===== src/rtl/cam_roi_feature_extractor.sv =====
// OV7670 RGB565 front-end: oversampled byte capture, ROI colour/luma/green
// statistics and one feature record per frame on a valid/ready handshake.
module cam_roi_feature_extractor #(
    parameter logic [7:0] ROW_START = 8'd208,
    parameter logic [9:0] COL_START = 10'd288,
    parameter int         ROI_LOG2  = 6,
    parameter logic [7:0] GREEN_THR = 8'd96
) (
    input  logic                clk,
    input  logic                rst_n,
    input  logic                ena,
    input  logic [7:0]          cam_d,
    input  logic                cam_pclk,
    input  logic                cam_href,
    input  logic                cam_vsync,
    output logic                feat_valid,
    input  logic                feat_ready,
    output logic [7:0]          avg_red,
    output logic [7:0]          avg_green,
    output logic [7:0]          avg_blue,
    output logic [7:0]          avg_luma,
    output logic [2*ROI_LOG2:0] green_count,
    output logic [7:0]          green_height,
    output logic                frame_err,
    output logic [7:0]          overrun_cnt
);

    localparam int AW = 2*ROI_LOG2+8;
    localparam int CW = 2*ROI_LOG2+1;
    localparam int PW = CW+1;
    localparam logic [9:0]    SIDE10 = 10'(1 << ROI_LOG2);
    localparam logic [PW-1:0] NPIX   = {2'b01, {(2*ROI_LOG2){1'b0}}};

    typedef enum logic [1:0] {S_SYNC, S_ACTIVE, S_FINAL} state_t;

    logic pclk_s1_q, pclk_s2_q, pclk_s3_q;
    logic href_s1_q, href_s2_q, href_s3_q;
    logic vs_s1_q, vs_s2_q, vs_s3_q;
    logic [7:0] d_s1_q, d_s2_q;

    logic [10:0] byte_cnt_q;
    logic [9:0]  line_cnt_q;
    logic [7:0]  hi_q;

    state_t state_q, state_d;
    logic   clr_acc, load_out;

    logic [AW-1:0] r_acc_q, g_acc_q, b_acc_q, y_acc_q;
    logic [PW-1:0] pix_cnt_q;
    logic [CW-1:0] grn_cnt_q;
    logic          grn_any_q, line_odd_q;
    logic [7:0]    grn_top_q, grn_bot_q;

    logic byte_evt, vsync_rise, href_rise, href_fall, pix_evt;
    logic [10:0] byte_idx;
    logic [9:0]  col, rel_col, rel_row;
    logic [4:0]  r5, b5;
    logic [5:0]  g6;
    logic [7:0]  r8, g8, b8, y8;
    logic [9:0]  luma10;
    logic        green, in_roi, acc_pix;

    assign byte_evt   = pclk_s2_q & ~pclk_s3_q & href_s2_q;
    assign vsync_rise = vs_s2_q & ~vs_s3_q;
    assign href_rise  = href_s2_q & ~href_s3_q;
    assign href_fall  = ~href_s2_q & href_s3_q;
    assign byte_idx   = href_rise ? 11'd0 : byte_cnt_q;
    assign pix_evt    = byte_evt & byte_idx[0];

    assign r5 = hi_q[7:3];
    assign g6 = {hi_q[2:0], d_s2_q[7:5]};
    assign b5 = d_s2_q[4:0];
    assign r8 = {r5, r5[4:2]};
    assign g8 = {g6, g6[5:4]};
    assign b8 = {b5, b5[4:2]};
    assign luma10 = {2'b00, r8} + {1'b0, g8, 1'b0} + {2'b00, b8};
    assign y8 = 8'(luma10 >> 2);
    assign green = (g8 > r8) && (g8 > b8) && (g8 >= GREEN_THR);

    // Below-start coordinates wrap to large values, so one compare bounds both sides.
    assign col     = byte_idx[10:1];
    assign rel_col = col - COL_START;
    assign rel_row = line_cnt_q - {2'b00, ROW_START};
    assign in_roi  = (rel_row < SIDE10) && (rel_col < SIDE10);
    assign acc_pix = pix_evt & in_roi & (state_q == S_ACTIVE);

    // Two-flop synchronisers plus edge-detect stages for the camera inputs.
    always_ff @(posedge clk or negedge rst_n) begin
        if (!rst_n) begin
            pclk_s1_q <= 1'b0; pclk_s2_q <= 1'b0; pclk_s3_q <= 1'b0;
            href_s1_q <= 1'b0; href_s2_q <= 1'b0; href_s3_q <= 1'b0;
            vs_s1_q   <= 1'b0; vs_s2_q   <= 1'b0; vs_s3_q   <= 1'b0;
            d_s1_q    <= 8'd0; d_s2_q    <= 8'd0;
        end else if (ena) begin
            pclk_s1_q <= cam_pclk;  pclk_s2_q <= pclk_s1_q;
            pclk_s3_q <= pclk_s2_q;
            href_s1_q <= cam_href;  href_s2_q <= href_s1_q;
            href_s3_q <= href_s2_q;
            vs_s1_q   <= cam_vsync; vs_s2_q   <= vs_s1_q;
            vs_s3_q   <= vs_s2_q;
            d_s1_q    <= cam_d;     d_s2_q    <= d_s1_q;
        end
    end

    // Byte/line position tracking and the high byte of the current pixel.
    always_ff @(posedge clk or negedge rst_n) begin
        if (!rst_n) begin
            byte_cnt_q <= 11'd0;
            line_cnt_q <= 10'd0;
            hi_q       <= 8'd0;
        end else if (ena) begin
            if (byte_evt) byte_cnt_q <= byte_idx + 11'd1;
            else if (href_rise) byte_cnt_q <= 11'd0;
            if (vsync_rise) line_cnt_q <= 10'd0;
            else if (href_fall) line_cnt_q <= line_cnt_q + 10'd1;
            if (byte_evt && !byte_idx[0]) hi_q <= d_s2_q;
        end
    end

    // Frame state register.
    always_ff @(posedge clk or negedge rst_n) begin
        if (!rst_n) state_q <= S_SYNC;
        else if (ena) state_q <= state_d;
    end

    // Frame sequencing: first vsync arms capture, later ones finalise.
    always_comb begin
        state_d  = state_q;
        clr_acc  = 1'b0;
        load_out = 1'b0;
        unique case (state_q)
            S_SYNC: if (vsync_rise) begin
                state_d = S_ACTIVE;
                clr_acc = 1'b1;
            end
            S_ACTIVE: if (vsync_rise) state_d = S_FINAL;
            S_FINAL: begin
                load_out = 1'b1;
                clr_acc  = 1'b1;
                state_d  = S_ACTIVE;
            end
            default: state_d = S_SYNC;
        endcase
    end

    // ROI statistics accumulation and geometry error tracking.
    always_ff @(posedge clk or negedge rst_n) begin
        if (!rst_n) begin
            r_acc_q <= '0; g_acc_q <= '0; b_acc_q <= '0; y_acc_q <= '0;
            pix_cnt_q <= '0; grn_cnt_q <= '0; grn_any_q <= 1'b0;
            grn_top_q <= 8'd0; grn_bot_q <= 8'd0; line_odd_q <= 1'b0;
        end else if (ena) begin
            if (clr_acc) begin
                r_acc_q <= '0; g_acc_q <= '0; b_acc_q <= '0; y_acc_q <= '0;
                pix_cnt_q <= '0; grn_cnt_q <= '0; grn_any_q <= 1'b0;
                grn_top_q <= 8'd0; grn_bot_q <= 8'd0; line_odd_q <= 1'b0;
            end else begin
                if (href_fall && byte_cnt_q[0]) line_odd_q <= 1'b1;
                if (acc_pix) begin
                    r_acc_q <= r_acc_q + AW'(r8);
                    g_acc_q <= g_acc_q + AW'(g8);
                    b_acc_q <= b_acc_q + AW'(b8);
                    y_acc_q <= y_acc_q + AW'(y8);
                    if (pix_cnt_q != '1) pix_cnt_q <= pix_cnt_q + PW'(1);
                    if (green) begin
                        grn_cnt_q <= grn_cnt_q + CW'(1);
                        grn_bot_q <= rel_row[7:0];
                        if (!grn_any_q) grn_top_q <= rel_row[7:0];
                        grn_any_q <= 1'b1;
                    end
                end
            end
        end
    end

    // Output record and handshake; a new record overwrites an unaccepted one.
    always_ff @(posedge clk or negedge rst_n) begin
        if (!rst_n) begin
            feat_valid <= 1'b0; avg_red <= 8'd0; avg_green <= 8'd0;
            avg_blue <= 8'd0; avg_luma <= 8'd0; green_count <= '0;
            green_height <= 8'd0; frame_err <= 1'b0; overrun_cnt <= 8'd0;
        end else if (ena) begin
            if (load_out) begin
                feat_valid   <= 1'b1;
                avg_red      <= r_acc_q[AW-1:2*ROI_LOG2];
                avg_green    <= g_acc_q[AW-1:2*ROI_LOG2];
                avg_blue     <= b_acc_q[AW-1:2*ROI_LOG2];
                avg_luma     <= y_acc_q[AW-1:2*ROI_LOG2];
                green_count  <= grn_cnt_q;
                green_height <= grn_any_q ? grn_bot_q - grn_top_q + 8'd1 : 8'd0;
                frame_err    <= (pix_cnt_q != NPIX) | line_odd_q;
                if (feat_valid && !feat_ready && overrun_cnt != 8'hFF)
                    overrun_cnt <= overrun_cnt + 8'd1;
            end else if (feat_valid && feat_ready) begin
                feat_valid <= 1'b0;
            end
        end
    end

endmodule

===== config.mk =====
export PLATFORM = sky130hd
export DESIGN_NAME = cam_roi_feature_extractor
export DESIGN_NICKNAME = d
export VERILOG_FILES = /design/src/rtl/cam_roi_feature_extractor.sv
export SDC_FILE = /design/constraint.sdc
export NUM_CORES = 1
export LEC_CHECK = 0
export ABC_CLOCK_PERIOD_IN_PS = 10800
export CAP_MARGIN = 20
export CELL_PAD_IN_SITES_DETAIL_PLACEMENT = 0
export CELL_PAD_IN_SITES_GLOBAL_PLACEMENT = 1
export CORE_UTILIZATION = 52
export CTS_CLUSTER_SIZE = 28
export DETAILED_ROUTE_END_ITERATION = 8
export PLACE_DENSITY_LB_ADDON = 0.1
export SKIP_CTS_REPAIR_TIMING = 1
export SKIP_LAST_GASP = 1
export SYNTH_ARGS = -nofsm -noshare
export SYNTH_HDL_FRONTEND = slang
export SYNTH_SLANG_ARGS = --single-unit

===== constraint.sdc =====
create_clock -name clk -period 10.8 [get_ports clk]
set_input_delay 1.62 -clock clk [delete_from_list [all_inputs] [get_ports clk]]
set_output_delay 1.62 -clock clk [all_outputs]
set_load 0.03 [all_outputs]

# After elaboration in Yosys (flattened, before gate mapping)
# Cells that the tools add are included.
[classes]
bitwise_logic = 13
mux = 39
order_cmp = 5
n_reduce_logical = 28
add_sub_neg = 15
n_eq_ne = 8
[ops]
columns = ["operator", "count"]
rows = [
  ["$mux 20", 8],
  ["$add 20x8->20", 4],
  ["$mux 8", 8],
  ["$mux 14", 3],
  ["$mux 13", 3],
  ["$mux 11", 2],
  ["$lt 10x7->1 const B", 2],
  ["$mux 10", 2],
  ["$add 8x1->8 const B", 2],
  ["$gt 8x8->1", 2],
  ["$add 14x1->14 const B", 1],
  ["$ne 14x13->1 const B", 1],
  ["$ne 14x14->1 const B", 1],
  ["$add 13x1->13 const B", 1],
  ["$reduce_and 2->1", 6],
  ["$reduce_and 3->1", 4],
  ["$reduce_bool 2->1", 6],
  ["$add 11x1->11 const B", 1],
  ["$add 10x1->10 const B", 1],
  ["$add 10x8->10", 1],
  ["$add 8x9->10", 1],
  ["$sub 10x8->10 const B", 1],
  ["$sub 10x9->10 const B", 1],
  ["$mux 1", 9],
  ["other kinds (16)", 37],
]
[totals]
reg_bits = 244
in_bits = 15

# Depth between registers and ports, before layout
[logic_depth]
word_depth = 10
depth_mapped = 17
mapped_depth_nobuf = 17

# Least setup slack after synthesis
# OpenSTA, ideal clock, no wires.
[synth_path]
path_type = "register to register"
start = "reg hi_q[2]"
end = "reg y_acc_q[15]"
t_required_ns = 10.722
n_path_buf = 1
synth_period_minus_slack_ns = 3.976
path_slack_ns = 6.824
stages_incl_launch_ff = 16
arrival_time_ns = 3.898
path_cell_list = "dfrtp_1 -> fa_1 -> ha_1 -> and4b_1 -> o21a_1 -> o21a_1 -> o21a_1 -> o41a_1 -> xor2_1 -> ha_1 -> nand2_1 -> o21ai_0 -> o21ai_0 -> clkbuf_1 -> or4_1 -> a21oi_1"
[synth_via]
elab_chain_len = 5
[synth_rtl]
columns = ["item", "line", "text"]
rows = [
  ["start, declared", "43", "logic [7:0] hi_q;"],
  ["start signal, assigned", "116", "if (byte_evt && !byte_idx[0]) hi_q <= d_s2_q;"],
  ["$add 8x9->10", "76", "assign luma10 = {2'b00, r8} + {1'b0, g8, 1'b0} + {2'b00, b8};"],
  ["$add 10x8->10", "76", ""],
  ["$add 20x8->20", "163", "y_acc_q <= y_acc_q + AW'(y8);"],
  ["$mux 20", "159", "if (acc_pix) begin"],
  ["$mux 20", "153", "if (clr_acc) begin"],
  ["end signal, assigned", "163", ""],
  ["end, declared", "48", "logic [AW-1:0] r_acc_q, g_acc_q, b_acc_q, y_acc_q;"],
]
# Every way passes these cells. The select of a mux whose other input is x is not followed.
# A chain may end at the register's enable or synchronous reset.

# Worst setup path in the final report
[layout_path]
start = "reg hi_q[2]"
end = "reg y_acc_q[14]"
# The elaborated chain is that of the path after synthesis.

==> impl_table.tex <==
\begin{tabular}{lr}
\hline
Metric & Value \\
\hline
\multicolumn{2}{l}{\textbf{Run status}} \\
Outcome & completed \\
\multicolumn{2}{l}{\textbf{Critical path}} \\
WP data arrival & $\sim$4.9 ns \\
Worst Path Class, Setup & reg -> reg \\
Worst path slowest cell & sky130\_fd\_sc\_hd\_\_dfrtp\_1 \\
Worst-path fanout max & 11 \\
Sort of element at the end of the critical path & flop \\
Critical Path Most Common Cell & sky130\_fd\_sc\_hd\_\_o21a\_1 \\
Crit path largest cell delay & approximately 0.69 ns \\
Startpoint kind of the worst setup timing path & flop \\
Required time worst endpoint & 11.27 ns \\
CP Cell Sequence & fa\_1, ha\_1, and4b\_1, o21a\_1, o21a\_1, o21a\_1, o41a\_1, xor2\_1, ha\_1, nand2\_1, o21ai\_0, o21ai\_0, or4\_1, a21oi\_1 \\
\multicolumn{2}{l}{\textbf{Drt}} \\
Remaining antenna violation count & 0 \\
Remaining DRCs & 0 \\
Wirelength per Cell & roughly 17 µm \\
Detailed Routing Iterations Pass 1 & 5 \\
Vias post-DR & between 10000 and 15000 \\
Mean number of vias per cell & 5.82 \\
First-iteration detailed-routing DRC count & $\sim$660 \\
Overall routed net length & a little under 30000 µm \\
\multicolumn{2}{l}{\textbf{Placed design}} \\
Detail Placement HPWL & $\sim$19000 µm \\
Gp weighted congestion & just over 0.8 \\
Pre-CTS worst setup slack & a little over 6 ns \\
Count of input and output buffers & 77 \\
\multicolumn{2}{l}{\textbf{STA}} \\
Final slew viol count & 0 \\
Final-layout setup total negative slack & 0 ns \\
Tmin final & approximately 4.4 ns \\
Setup ws final & about 6.4 ns \\
Unrepaired setup endpoints after global routing & false \\
Final cycle utilization of the critical path & 40.6\% \\
Slew @ Worst Pin & around 1.1 ns \\
Worst rel slew slack & 28.4\% \\
Final hold violations & 0 \\
Worst setup skew after layout & around 0.0092 ns \\
Post-route worst hold slack & approximately 0.48 ns \\
Peak Freq & 228 MHz \\
Final count of negative-setup-slack endpoints & 0 \\
\multicolumn{2}{l}{\textbf{Layout}} \\
\# nets final & 1501 \\
Count of fill cells added during filler insertion & 2125 \\
Area Overhead vs Synth & 15.0\% \\
Commonest non-fill, non-tap cells in the layout & sky130\_fd\_sc\_hd\_\_dfrtp\_1, sky130\_fd\_sc\_hd\_\_nand2\_1, sky130\_fd\_sc\_hd\_\_a21oi\_1 \\
Share of cells above drive strength 1 & a little over a tenth \\
Diode count & 0 \\
Most frequent standard cell in the layout excluding fill and tap cells & sky130\_fd\_sc\_hd\_\_dfrtp\_1 \\
\multicolumn{2}{l}{\textbf{Power and ir drop}} \\
Power density over cell area & between 200 and 250 nW/µm² \\
Worst voltage drop across the vdd grid & 0.142 mV \\
Power Internal & 0.00201 W \\
Switching share of power & between 30\% and 40\% \\
Cell leakage power & just under 7 nW \\
Combinational cell fraction of total power & between 30\% and 40\% \\
Share of power burned in the clock network & 30.4\% \\
Sequential group share of total power & about a third \\
Total Power & roughly 0.0031 W \\
Total net switching power & about 0.0011 W \\
\multicolumn{2}{l}{\textbf{Die}} \\
Number of placement rows & 58 \\
Area of the core region & between 20000 and 30000 µm² \\
Die Width & 163 µm \\
Die Y-Extent & between 150 and 200 µm \\
Die outline area & 26600 µm² \\
Top Ports & 78 \\
Starting utilization of the core area & between 50\% and 60\% \\
\multicolumn{2}{l}{\textbf{GRT}} \\
Largest net degree at the start of global routing & between 100 and 150 \\
Number of antenna violations at the first check in global routing & 0 \\
First-pass GRT wire length & approximately 50000 µm \\
All-Layer GR Usage & between 20\% and 30\% \\
GR Overflow Total & 0 \\
Number of global-route vias before repair & around 10000 \\
\multicolumn{2}{l}{\textbf{Clocking}} \\
Insertion delay of the later-clocked pin in the worst-skew pair & $\sim$0.55 ns \\
CTS Buf Count & 28 \\
Clk buf depth & 3 \\
Clock transition at the registers of the reported paths & 0.06 ns \\
\# H-tree levels & 1 \\
Clock tree from TritonCTS & done \\
Sinks on Clock Net & about 240 \\
Root buffer selected by CTS & sky130\_fd\_sc\_hd\_\_clkbuf\_16 \\
\multicolumn{2}{l}{\textbf{Flow run}} \\
Number of max-capacitance violations reported & 0 \\
\multicolumn{2}{l}{\textbf{Synth}} \\
Sequential share of the synthesized area & between 40\% and 50\% \\
Number of instances in the synthesized netlist & 1329 \\
Number of warning messages in the yosys log & 0 \\
Post-synth design cell area & 13500 µm² \\
Number of synthesized flops with an enable pin & 0 \\
Number of nets in the synthesized netlist & around 1400 \\
Most instantiated flip-flop cell in the synthesis netlist & sky130\_fd\_sc\_hd\_\_dfrtp\_1 \\
Count of state elements after synthesis & roughly 240 \\
Distinct cell type count of the synthesized netlist & 65 \\
Post-synthesis async set-or-reset flop share & between 90\% and 100\% \\
Synthesized area per cell & approximately 10 µm² \\
\multicolumn{2}{l}{\textbf{Hold path}} \\
Min-delay worst type & reg -> reg \\
\hline
\end{tabular}
-- per-layer routing --
| layer | routed length [µm] | vias up | track usage, % |
|---|---|---|---|
| met1 | 14500 | 4957 | 33.5 |
| met3 | 890 | 29 | 3.15 |
| met4 | 397 | 0 | 4.25 |
| li1 | - | 4997 | - |
| met2 | 13300 | 144 | 36.7 |
| met5 | 0 | - | 0 |
-- through the flow --
step	cells	utilization, %	cell area [µm²]
floorplan	1329	-	13500
global route	1741	61.3	15500
CTS	1740	61.3	15500
detailed placement	1691	57.6	14600
finish	1741	61.3	15500
global placement	1691	57.6	14600
-- registers in the layout (all words and copies together), names as in the netlist, 10 cells and up --
register,cells
y_acc_q,20
byte_cnt_q,11
g_acc_q,20
b_acc_q,20
r_acc_q,20
green_count,13
line_cnt_q,10
pix_cnt_q,14
grn_cnt_q,13
-- critical path, delay by kind of cell, from the launching register on --
family	cells	cell delay, ns
and+or+nand+nor	3	0.77
xor gates and xnor gates	1	0.16
AOI/OAI and AO/OA	7	1.50
DFF	1	0.69
adders and majority gates	3	1.21
-- final cells by class --
type	instances	area, µm²	share of cell area (%)
Clock inverter	11	125	0.806
Inverter	51	191	1.23
Clock buffer	38	808	5.20
Sequential cell	244	6110	39.3
Tap cell	330	413	2.66
Multi-Input combinational cell	972	6980	44.9
Timing Repair Buffer	95	910	5.86
-- cells by family (layout without fill, tap and decap cells) --
| kind of cell | Yosys count | in the layout | synth area share, % |
|---|---|---|---|
| multiplexers | 89 | 89 | 7.21 |
| flip-flops | 244 | 244 | 45.2 |
| buffers and inverters | 113 | 195 | 3.36 |
| AND/OR/NAND/NOR | 426 | 426 | 16.5 |
| AO/OA/AOI/OAI | 311 | 311 | 14.9 |
| XOR/XNOR | 52 | 52 | 3.37 |
| adder cells (fa/ha/maj) | 94 | 94 | 9.43 |
-- cell usage after synthesis (12+ instances only) --
library cell | number | area [µm²]
sky130_fd_sc_hd__nand4_1 | 21 | 131
sky130_fd_sc_hd__xor2_1 | 23 | 201
sky130_fd_sc_hd__or4_1 | 37 | 278
sky130_fd_sc_hd__a21o_1 | 12 | 90.1
sky130_fd_sc_hd__inv_1 | 51 | 191
sky130_fd_sc_hd__nand2_1 | 149 | 559
sky130_fd_sc_hd__nor2_1 | 54 | 203
sky130_fd_sc_hd__or3_1 | 16 | 100
sky130_fd_sc_hd__nand2b_1 | 16 | 100
sky130_fd_sc_hd__dfrtp_1 | 244 | 6110
sky130_fd_sc_hd__mux2_2 | 66 | 743
sky130_fd_sc_hd__o21a_1 | 12 | 90.1
sky130_fd_sc_hd__xnor2_1 | 29 | 254
sky130_fd_sc_hd__nor3_1 | 13 | 65.1
sky130_fd_sc_hd__nand3_1 | 56 | 280
sky130_fd_sc_hd__ha_1 | 81 | 1010
sky130_fd_sc_hd__o21ai_0 | 72 | 360
sky130_fd_sc_hd__a21oi_1 | 88 | 440
sky130_fd_sc_hd__mux2i_1 | 23 | 230
sky130_fd_sc_hd__o31ai_1 | 53 | 398
sky130_fd_sc_hd__clkbuf_1 | 51 | 191
sky130_fd_sc_hd__fa_1 | 13 | 260
-- power groups by stage --
| stage | Clock (W) | Combinational (W) | Sequential (W) |
|---|---|---|---|
| 2_1_floorplan | 0 | 0.000825 | 0.00108 |
| 3_3_place_gp | 0 | 0.00107 | 0.00110 |
| 3_5_place_dp | 0 | 0.00109 | 0.00110 |
| 4_1_cts | 0.000975 | 0.00110 | 0.00109 |
| 5_1_grt | 0.00101 | 0.00124 | 0.00110 |
| 6_report | 0.000949 | 0.00109 | 0.00109 |
-- path summary, 6_finish.rpt --
path	startpoint	to	slack (ns)	depth (start not counted)
max in group asynchronous	rst_n	byte_cnt_q[1]	8.20	2
worst max register to register	hi_q[2]	y_acc_q[14]	6.42	14
min in group asynchronous	rst_n	grn_cnt_q[5]	1.19	1
worst min register to register	green_height[3]	green_height[3]	0.48	2
worst max-delay path	hi_q[2]	y_acc_q[14]	6.42	14
worst min-delay path	green_height[3]	green_height[3]	0.48	2
Power figures use the tool's default switching activity.
